[src/rtl/router_pkg.sv]
// Shared types, default widths and helpers for the router source-port engine.
package router_pkg;

    // Widths of the classic router: 8-bit bytes, 2-bit destination field.
    localparam int DEF_DATA_W = 8;
    localparam int DEF_ADDR_W = 2;

    // Source engine states.
    typedef enum logic [2:0] {
        ST_IDLE = 3'd0,  // waiting for the first beat of a packet
        ST_LOAD = 3'd1,  // buffering payload beats
        ST_DROP = 3'd2,  // packet too long, discarding until its last beat
        ST_HDR  = 3'd3,  // presenting the header byte
        ST_PAY  = 3'd4,  // presenting payload bytes from the buffer
        ST_PAR  = 3'd5,  // presenting the parity byte
        ST_ECHK = 3'd6   // watching the error line after the frame
    } src_state_e;

    // Header byte: length in the upper bits, destination in the low ADDR_W bits.
    // Computed at a generous fixed width so any DATA_W/ADDR_W pair can use it;
    // the caller keeps the low DATA_W bits.
    function automatic logic [63:0] make_header(input logic [31:0] len,
                                                input logic [31:0] dest,
                                                input int          data_w,
                                                input int          addr_w);
        logic [63:0] len_field;
        logic [63:0] dest_field;
        len_field  = {32'b0, len}  & ((64'd1 << (data_w - addr_w)) - 64'd1);
        dest_field = {32'b0, dest} & ((64'd1 << addr_w) - 64'd1);
        return (len_field << addr_w) | dest_field;
    endfunction

    // One step of the running byte-wise XOR parity.
    function automatic logic [63:0] parity_fold(input logic [63:0] acc,
                                                input logic [63:0] beat);
        return acc ^ beat;
    endfunction

endpackage

[src/rtl/router_pkt_buf.sv]
// Packet buffer: one write port (synchronous) and one read port (combinational).
// The read address is owned by the source FSM, so a replay is just a pointer reset.
module router_pkt_buf #(
    parameter int DATA_W = 8,
    parameter int DEPTH  = 63,
    parameter int AW     = 6
) (
    input  logic              clk,
    input  logic              we,
    input  logic [AW-1:0]     waddr,
    input  logic [DATA_W-1:0] wdata,
    input  logic [AW-1:0]     raddr,
    output logic [DATA_W-1:0] rdata
);

    logic [DATA_W-1:0] mem [DEPTH];

    // Store an accepted payload beat.
    always_ff @(posedge clk) begin
        if (we) begin
            mem[waddr] <= wdata;
        end
    end

    // Present the byte at the FSM's read pointer in the same cycle.
    always_comb begin
        rdata = mem[raddr];
    end

endmodule

[src/rtl/router_pkt_source.sv]
// Source-port engine for the 1xN router: buffers one packet from an upstream
// stream, frames it as header/payload/parity, and replays it from the buffer
// when the router flags a parity error, up to MAX_RETRY times.
//
// Upstream handshake: a beat moves only on a clk edge where s_valid and s_ready
// are both 1; s_ready never depends on s_valid, and s_data/s_last/s_dest are
// only looked at on such an edge.
// Router side: a byte moves on every clk edge where busy is 0; while busy is 1
// data_in and pkt_valid hold.
module router_pkt_source
    import router_pkg::*;
#(
    parameter int DATA_W    = DEF_DATA_W,
    parameter int ADDR_W    = DEF_ADDR_W,
    parameter int MAX_LEN   = 63,
    parameter int MAX_RETRY = 2,
    parameter int ERR_WIN   = 3
) (
    input  logic              clk,
    input  logic              reset,
    input  logic              s_valid,
    output logic              s_ready,
    input  logic [DATA_W-1:0] s_data,
    input  logic              s_last,
    input  logic [ADDR_W-1:0] s_dest,
    output logic [DATA_W-1:0] data_in,
    output logic              pkt_valid,
    input  logic              busy,
    input  logic              error,
    output logic              tx_done,
    output logic              tx_fail,
    output logic              trunc,
    output logic [15:0]       err_count
);

    localparam int LEN_W   = $clog2(MAX_LEN + 1);
    localparam int AW      = (MAX_LEN > 1) ? $clog2(MAX_LEN) : 1;
    localparam int RETRY_W = (MAX_RETRY > 0) ? $clog2(MAX_RETRY + 1) : 1;
    localparam int WIN_W   = $clog2(ERR_WIN + 1);

    src_state_e state;
    src_state_e state_next;

    logic [LEN_W-1:0]   len_q;
    logic [ADDR_W-1:0]  dest_q;
    logic [DATA_W-1:0]  pay_par_q;   // XOR of payload bytes only
    logic [AW-1:0]      rd_ptr_q;
    logic [RETRY_W-1:0] retry_q;
    logic [WIN_W-1:0]   win_q;
    logic [15:0]        err_count_q;

    logic               xfer;
    logic               last_beat;
    logic               len_at_cap;
    logic               retry_left;
    logic               win_last;
    logic [DATA_W-1:0]  header;
    logic [DATA_W-1:0]  parity;

    logic               buf_we;
    logic [AW-1:0]      buf_waddr;
    logic [DATA_W-1:0]  buf_rdata;

    // Shared decodes used by both the FSM and the datapath.
    always_comb begin
        xfer       = !busy;
        last_beat  = (LEN_W'(rd_ptr_q) == (len_q - LEN_W'(1)));
        len_at_cap = (len_q == LEN_W'(MAX_LEN - 1));
        retry_left = (retry_q < RETRY_W'(MAX_RETRY));
        win_last   = (win_q == WIN_W'(1));
        header     = DATA_W'(make_header(32'(len_q), 32'(dest_q), DATA_W, ADDR_W));
        parity     = DATA_W'(parity_fold(64'(header), 64'(pay_par_q)));
    end

    router_pkt_buf #(
        .DATA_W (DATA_W),
        .DEPTH  (MAX_LEN),
        .AW     (AW)
    ) u_buf (
        .clk    (clk),
        .we     (buf_we),
        .waddr  (buf_waddr),
        .wdata  (s_data),
        .raddr  (rd_ptr_q),
        .rdata  (buf_rdata)
    );

    // State register.
    always_ff @(posedge clk) begin
        if (reset) begin
            state <= ST_IDLE;
        end else begin
            state <= state_next;
        end
    end

    // Next-state logic.
    always_comb begin
        state_next = state;
        case (state)
            ST_IDLE: begin
                if (s_valid) begin
                    if (s_last) begin
                        state_next = ST_HDR;
                    end else if (MAX_LEN == 1) begin
                        state_next = ST_DROP;
                    end else begin
                        state_next = ST_LOAD;
                    end
                end
            end
            ST_LOAD: begin
                if (s_valid) begin
                    if (s_last) begin
                        state_next = ST_HDR;
                    end else if (len_at_cap) begin
                        state_next = ST_DROP;
                    end
                end
            end
            ST_DROP: begin
                if (s_valid && s_last) begin
                    state_next = ST_HDR;
                end
            end
            ST_HDR: begin
                if (xfer) begin
                    state_next = ST_PAY;
                end
            end
            ST_PAY: begin
                if (xfer && last_beat) begin
                    state_next = ST_PAR;
                end
            end
            ST_PAR: begin
                if (xfer) begin
                    state_next = ST_ECHK;
                end
            end
            ST_ECHK: begin
                // An error on the final window cycle still counts as an error.
                if (error) begin
                    state_next = retry_left ? ST_HDR : ST_IDLE;
                end else if (win_last) begin
                    state_next = ST_IDLE;
                end
            end
            default: state_next = ST_IDLE;
        endcase
    end

    // Moore/Mealy outputs and buffer write control.
    always_comb begin
        s_ready   = 1'b0;
        data_in   = '0;
        pkt_valid = 1'b0;
        tx_done   = 1'b0;
        tx_fail   = 1'b0;
        trunc     = 1'b0;
        buf_we    = 1'b0;
        buf_waddr = '0;
        case (state)
            ST_IDLE: begin
                // Held low during reset so no beat is accepted and then lost.
                s_ready   = !reset;
                buf_we    = s_valid && !reset;
                buf_waddr = '0;
                trunc     = (MAX_LEN == 1) && s_valid && !s_last && !reset;
            end
            ST_LOAD: begin
                s_ready   = !reset;
                buf_we    = s_valid && !reset;
                buf_waddr = len_q[AW-1:0];
                trunc     = s_valid && !s_last && len_at_cap && !reset;
            end
            ST_DROP: begin
                s_ready   = !reset;
            end
            ST_HDR: begin
                data_in   = header;
                pkt_valid = 1'b1;
            end
            ST_PAY: begin
                data_in   = buf_rdata;
                pkt_valid = 1'b1;
            end
            ST_PAR: begin
                data_in   = parity;
            end
            ST_ECHK: begin
                tx_done   = !error && win_last;
                tx_fail   = error && !retry_left;
            end
            default: begin
                s_ready   = 1'b0;
            end
        endcase
    end

    // Datapath: packet length, destination, parity, pointers, retry and error bookkeeping.
    always_ff @(posedge clk) begin
        if (reset) begin
            len_q       <= '0;
            dest_q      <= '0;
            pay_par_q   <= '0;
            rd_ptr_q    <= '0;
            retry_q     <= '0;
            win_q       <= '0;
            err_count_q <= '0;
        end else begin
            case (state)
                ST_IDLE: begin
                    if (s_valid) begin
                        len_q     <= LEN_W'(1);
                        dest_q    <= s_dest;
                        pay_par_q <= DATA_W'(parity_fold(64'd0, 64'(s_data)));
                    end
                end
                ST_LOAD: begin
                    if (s_valid) begin
                        len_q     <= len_q + LEN_W'(1);
                        pay_par_q <= DATA_W'(parity_fold(64'(pay_par_q), 64'(s_data)));
                    end
                end
                ST_DROP: begin
                    if (s_valid && s_last) begin
                        len_q <= LEN_W'(MAX_LEN);
                    end
                end
                ST_HDR: begin
                    if (xfer) begin
                        rd_ptr_q <= '0;
                    end
                end
                ST_PAY: begin
                    // Park the pointer at 0 after the last beat so a replay starts clean.
                    if (xfer) begin
                        rd_ptr_q <= last_beat ? '0 : rd_ptr_q + AW'(1);
                    end
                end
                ST_PAR: begin
                    if (xfer) begin
                        win_q <= WIN_W'(ERR_WIN);
                    end
                end
                ST_ECHK: begin
                    win_q <= win_q - WIN_W'(1);
                    if (error) begin
                        if (err_count_q != 16'hFFFF) begin
                            err_count_q <= err_count_q + 16'd1;
                        end
                        if (retry_left) begin
                            retry_q <= retry_q + RETRY_W'(1);
                        end
                    end
                    if (state_next == ST_IDLE) begin
                        retry_q <= '0;
                    end
                end
                default: begin
                    len_q <= len_q;
                end
            endcase
        end
    end

    assign err_count = err_count_q;

endmodule

[config.mk]
export PLATFORM = sky130hd
export DESIGN_NAME = router_pkt_source
export DESIGN_NICKNAME = d
export VERILOG_FILES = /design/src/rtl/router_pkg.sv /design/src/rtl/router_pkt_buf.sv /design/src/rtl/router_pkt_source.sv
export SDC_FILE = /design/constraint.sdc
export NUM_CORES = 1
export LEC_CHECK = 0
export ABC_AREA = 1
export BUFFER_PORTS_ARGS = -buffer_cell sky130_fd_sc_hd__buf_2
export CAP_MARGIN = 0
export CORE_AREA = 10 10 285 205
export CTS_BUF_LIST = sky130_fd_sc_hd__clkbuf_2 sky130_fd_sc_hd__clkbuf_4 sky130_fd_sc_hd__clkbuf_8
export DETAILED_ROUTE_END_ITERATION = 12
export DIE_AREA = 0 0 295 215
export PLACE_DENSITY = 0.61
export SYNTH_ARGS = -nofsm -noshare
export SYNTH_HDL_FRONTEND = slang
export SYNTH_SLANG_ARGS = --single-unit
[constraint.sdc]
create_clock -name clk -period 2.1 [get_ports clk]
set_input_delay 0.42 -clock clk [delete_from_list [all_inputs] [get_ports clk]]
set_output_delay 0.42 -clock clk [all_outputs]
set_load 0.01 [all_outputs]
======== After elaboration in Yosys (flattened, before gate mapping) ========
Memories as Yosys holds them, arrays and structs flattened. A register that Yosys moved wholly into a read port is not among the register bits.
Cells that the tools add are included.
storage, ports and cells
  flip-flop bits (word level) ............. 45
  memory bits (writable) .................. 504
  logic and storage cells ................. 107
  bits of input ports ..................... 16
  output and inout port bits .............. 29
  memories ................................ 1
memory list
  memory     depth  bits a word  rd ports  clocked after Yosys merged registers in  wr ports  RTL line              RTL
  u_buf.mem  63     8            1         1                                        1         router_pkt_buf.sv:16  logic [DATA_W-1:0] mem [DEPTH];
cells by class
  multiplexer cells ....................... 41
  eq/ne operators ......................... 16
  reductions and logical operators ........ 31
  bitwise operators ....................... 3
  magnitude comparators ................... 1
  add/subtract/negate cells ............... 6
operators by type and width
  kind                                                             number
  6-bit 2-to-1 mux                                                 9
  3-bit 2-to-1 mux                                                 10
  8-bit case mux with 3 select lines                               1
  3-bit case mux with 7 select lines                               1
  6-bit case mux with 3 select lines                               1
  16-bit by 1-bit adder with 16-bit output, second input constant  1
  8-bit 2-to-1 mux                                                 2
  16-bit != test, second input constant                            1
  8-bit case mux with 2 select lines                               1
  8-bit bitwise XOR                                                2
  6-bit by 1-bit adder with 6-bit output, second input constant    2
  2-bit 2-to-1 mux                                                 6
  2-bit != test, second input constant                             6
  6-bit case mux with 2 select lines                               1
  3-bit AND reduction                                              4
  2-bit nonzero test                                               5
  3-bit == test, second input constant                             3
  1-bit logical AND                                                8
  1-bit 2-to-1 mux                                                 8
  8-bit by 2-bit bitwise OR with 8-bit output                      1
  3-bit by 2-bit == test with 1-bit output, second input constant  2
  6-bit == test                                                    1
  6-bit == test, second input constant                             1
  3-bit zero test                                                  2
  13 further kinds                                                 19

======== Depth between registers and ports, before layout ========
  depth after elaboration ................. 8
  gate-level depth with buffers ........... 15
  depth with buffers taken out ............ 14

======== Cells and area by module ========
Synthesis repeated with hierarchy kept, for this count alone.
unflattened totals
  cells, all modules ...................... 2217
  area, all modules ....................... 23541.3 um^2
by module, submodules not included
  module             sequential area each (um^2)  cells each  area each (um^2)  times used
  router_pkt_buf     15134.5                      1772        20663.6           1
  router_pkt_source  900.9                        445         2877.8            1

======== Worst setup path after synthesis ========
No wires, ideal clock.
  path type ............................... register to register
  start point ............................. register state[1]
  end point ............................... memory u_buf.mem[7][0] (enable)
  data arrival time ....................... 1.728 ns
  period minus slack after synthesis ...... 2.111 ns
  setup time .............................. 0.383 ns
  cell stages (with the launch flop) ...... 8
  buffers on the path ..................... 0
  setup slack ............................. -0.011 ns
  required time ........................... 1.717 ns
  cell sequence ........................... dfxtp_1 -> inv_1 -> nand2_1 -> nor2_1 -> inv_1 -> nor2_4 -> nand2_1 -> nor3_1
between the ends
  longest elaborated chain between the ends .. 5
  elaborated cells on any way between the ends .. 7
  classes of those cells .................. 1 x eq/ne; 4 x mux; 2 x reduce/logical
ends and longest elaborated chain
  item                                                                                RTL line                  RTL
  start: declaration                                                                  router_pkt_source.sv:41   src_state_e state;
  start signal: assignment                                                            router_pkt_source.sv:93   state <= state_next;
  3-bit by 1-bit == test with 1-bit output / 3-bit zero test (equally long branches)  router_pkt_source.sv:163  case (state)
  2-bit OR reduction (no line)                                                        --
  1-bit 2-to-1 mux                                                                    --
  1-bit 2-to-1 mux                                                                    router_pkt_buf.sv:20      if (we) begin
  1-bit 2-to-1 mux (implied by the code)                                              router_pkt_buf.sv:21      mem[waddr] <= wdata;
  end: declaration                                                                    router_pkt_buf.sv:16
Several ways; a longest one is shown, not always the timed one.

==> metrics.md <==
| Metric | Value |
|---|---|
| Clock latency on the worst-skew pair | `0.69 ns` |
| Remaining DRCs | `0` |
| Final hold viol count | `0` |
| Yosys reg bits | `555` |
| Detailed Route Iter0 Violations | `2066` |
| Row cnt | `71` |
| CTS max path bufs | `3` |
| Cell family with the largest share of critical-path delay | `simple AND/OR/NAND/NOR gates` |
| Met2 Wirelength | `30680 um` |
| Post-synth top flop | `edfxtp_1` |
| Vias/cell | `5.577` |
| Die Area | `63430 um2` |
| Share of layout cells above drive strength 1 | `29.00%` |
| Setup violations, final | `20` |
| Leak | `11.47 nW` |
| Met1 WL | `30930 um` |
| Xor and xnor area share after synthesis | `0.6337%` |
| Final WL | `72140 um` |
| CTS Buf Count | `89` |
| Post-place setup slack | `-0.5637 ns` |
| Status | `complete, but fails checks` |
| Most numerous cell in the Yosys netlist | `nand2_1` |
| Crit path DAT | `2.75 ns` |
| Ys async rst share | `0%` |
| Crit. End Element | `primary output` |
| Largest net degree at the start of global routing | `64` |
| Post-Synth Adder-Cell Area | `0.3195%` |
| Crit path buffers/inverters | `5` |
| Top cells by area, synth | `edfxtp_1 (64%), nand2_1 (10%), nand3_1 (5.6%), dfxtp_1 (4.3%), a21oi_1 (3.1%)` |
| Layout Nets | `2550` |
| MaxCap Viol Count | `0` |
| Core ar. | `53030 um2` |
| Root buf cell | `clkbuf_8` |
| Hold Path Class | `input port to flip-flop` |
| Metal3 WL | `8584 um` |
| First-pass GRT wire length | `106700 um` |
| CTS tree | `done` |
| Post-synthesis simple-gate area fraction | `20.03%` |
| Final GP Congestion | `0.9114` |
| Power density over cell area | `762.6 nW/um2` |
| Vias in the first global route | `17440` |
| Placed instance area | `26410 um2` |
| Max-slew violations | `0` |
| Yosys top cell by area | `edfxtp_1` |
| Post-synth EDFFs | `504` |
| Failing checks | `setup timing` |
| Uppermost layer routed | `met4` |
| First-pass DRT Iterations | `6` |
| DR vias | `18370` |
| Critical-path maximum fanout | `8` |
| Critical Path RT | `1.68 ns` |
| Hold Slack | `0.05937 ns` |
| All-Layer GR Usage | `21.98%` |
| Design Area, Final | `30450 um2` |
| Crit Path Class | `flip-flop to primary output` |
| CP dominant cell by count | `nand2_2` |
| Setup ws final | `-1.074 ns` |
| FMAX | `315.0 MHz` |
| CTS Sinks | `555` |
| Worst-Margin Slew | `0.6643 ns` |
| Mux share of post-synthesis cell area | `0%` |
| Slowest cell on crit path | `dfxtp_4` |
| Slew HR | `55.66%` |
| Clk_skew | `0.03653 ns` |
| Yosys cell types | `40` |
| Wire per inst | `21.90 um` |
| Gr ovfl total | `0` |
| Synth top area share | `64.41%` |
| Synth Instances | `2188` |
| Top-Level Pins | `45` |
| Crit path cell chain | `buf_12, inv_16, buf_16, buf_6, nand2_1, nand3_1, nand2_2, a21oi_2, o31ai_1, nand3_1, nand3_2, nand2_2, nand2_1, nand2_2, buf_6` |
| Syn_nets | `2210` |
| Sequential area share after synthesis | `68.75%` |
| Min Tclk post-route | `3.174 ns` |
| Compound-gate portion of the synthesized area | `6.736%` |
| CP Launch Type | `flip-flop` |
| Maximum VDD drop | `0.0005344 V` |
| I/O Buffers | `44` |
| Initial antenna violation count | `1` |
| Post-Syn Area | `23500 um2` |
| Initial Util | `44.31%` |
| RSZ-0062 raised after global routing | `yes` |
| Die Width | `295 um` |
| Largest family of logic cells by synthesized area | `simple AND/OR/NAND/NOR gates` |
| Clock transition at the registers of the reported paths | `0.06 ns` |
| Syn-to-layout area delta | `29.58%` |
| Mean Syn Cell Area | `10.74 um2` |
| DP HPWL | `45090 um` |
| Die H | `215 um` |
| Htree depth | `3` |
| Final Cycle Share | `151.2%` |
| Antenna-violating nets left | `0` |
| Post-synth top cells | `nand2_1 (644), edfxtp_1 (504), nand3_1 (264)` |
| Core Util, Final | `57.41%` |
| Synth Warn # | `0` |
| Max incr delay on CP | `0.39 ns` |
-- path summary, 6_finish.rpt --
| path | cells after the start | slack, ns | to | from |
|---|---|---|---|---|
| worst max-delay path | 15 | -1.07 | data_in[2] | flip-flop |
| worst min-delay path | 3 | 0.06 | pay_par_q[2]$_SDFFE_PP0P_ | s_data[2] |
| worst max register to register | 10 | -0.02 | u_buf.mem[5][3]$_DFFE_PP_ | state[2]$_SDFF_PP0_ |
| worst min register to register | 2 | 0.48 | pay_par_q[6]$_SDFFE_PP0P_ | pay_par_q[6]$_SDFFE_PP0P_ |
-- layout make-up --
cell class / instances / area (um2)
Fill cell: 4246 / 22590
Sequential cell: 555 / 16170
Multi-Input combinational cell: 1429 / 7495
Timing Repair Buffer: 371 / 3701
Clock buffer: 119 / 1475
Tap cell: 693 / 867.1
Clock inverter: 44 / 375.4
Inverter: 81 / 342.8
Timing Repair inverter: 1 / 16.27
Antenna cell: 1 / 2.502
-- sequential cells by signal, summed over array words and instances, names as in the netlist, named ones only --
name and cells:
state 3, rd_ptr_q 6, len_q 6, retry_q 2, pay_par_q 8, dest_q 2, u_buf.mem 504, win_q 2
err_count 16
-- what timing repair did --
| action | 4_1_cts | 5_1_grt |
|---|---|---|
| pin swaps | 37 | 58 |
| buffers inserted | 43 | 22 |
| hold buffers | 3 | 0 |
| endpoints found under the hold margin | 3 | 0 |
| endpoints found under the setup margin | 265 | 334 |
| cloned | 7 | 3 |
| resized for setup | 191 | 181 |
-- layer usage --
layer | track usage, % | vias up
met2 | 30.90 | 1012
met3 | 6.602 | 133
li1 | - | 8342
met4 | 6.808 | 0
met5 | 0 | -
met1 | 32.02 | 8884
-- cells in the final DEF, fill, tap and decap left out, types with 9 or more instances in the layout --
cell	instances
nand2_1	600
edfxtp_1	504
nand3_1	220
buf_4	210
nor2_1	128
a21oi_1	114
clkbuf_8	93
inv_1	65
buf_6	60
o21ai_0	48
nand2_2	44
dfxtp_1	44
buf_2	39
buf_12	39
nand3_2	38
a21oi_2	31
o31ai_1	26
nor2_2	26
clkbuf_4	26
nor2_4	24
clkinv_2	21
o31ai_2	17
xor2_1	15
clkinv_1	14
nor3_1	11
o21ai_1	10
buf_16	9
-- power by group --
group,switching (mW),internal (mW),total [mW]
logic,0.870,0.499,1.37
registers,0.0370,12.1,12.1
clock network,4.39,5.34,9.73
-- kinds of logic (layout without fill, tap and decap cells) --
kind of cell | after synthesis | in the layout
AND/OR/NAND/NOR | 1128 | 1128
flip-flops | 555 | 555
AO/OA/AOI/OAI | 278 | 278
buffers and inverters | 204 | 616
XOR/XNOR | 17 | 17
adder cells (fa/ha/maj) | 6 | 6
other | 0 | 1
-- through the flow --
stage / TNS, ns / instances / total power [mW]
3_3_place_gp: -19.51 / 3059 / 13.36
6_report: -8.966 / 3294 / 23.22
4_1_cts: -8.942 / 3272 / 23.16
2_1_floorplan: 0 / 2188 / 12.79
5_1_grt: -11.83 / 3293 / 23.93
3_5_place_dp: -23.87 / 3059 / 13.39
-- worst reg2reg max path, delay by kind of cell, from the launching register on --
family                 cells  cell delay, ns
AND/OR/NAND/NOR            6            0.92
flip-flops                 1            0.35
buffers and inverters      4            0.48
Power figures use the tool's default switching activity.
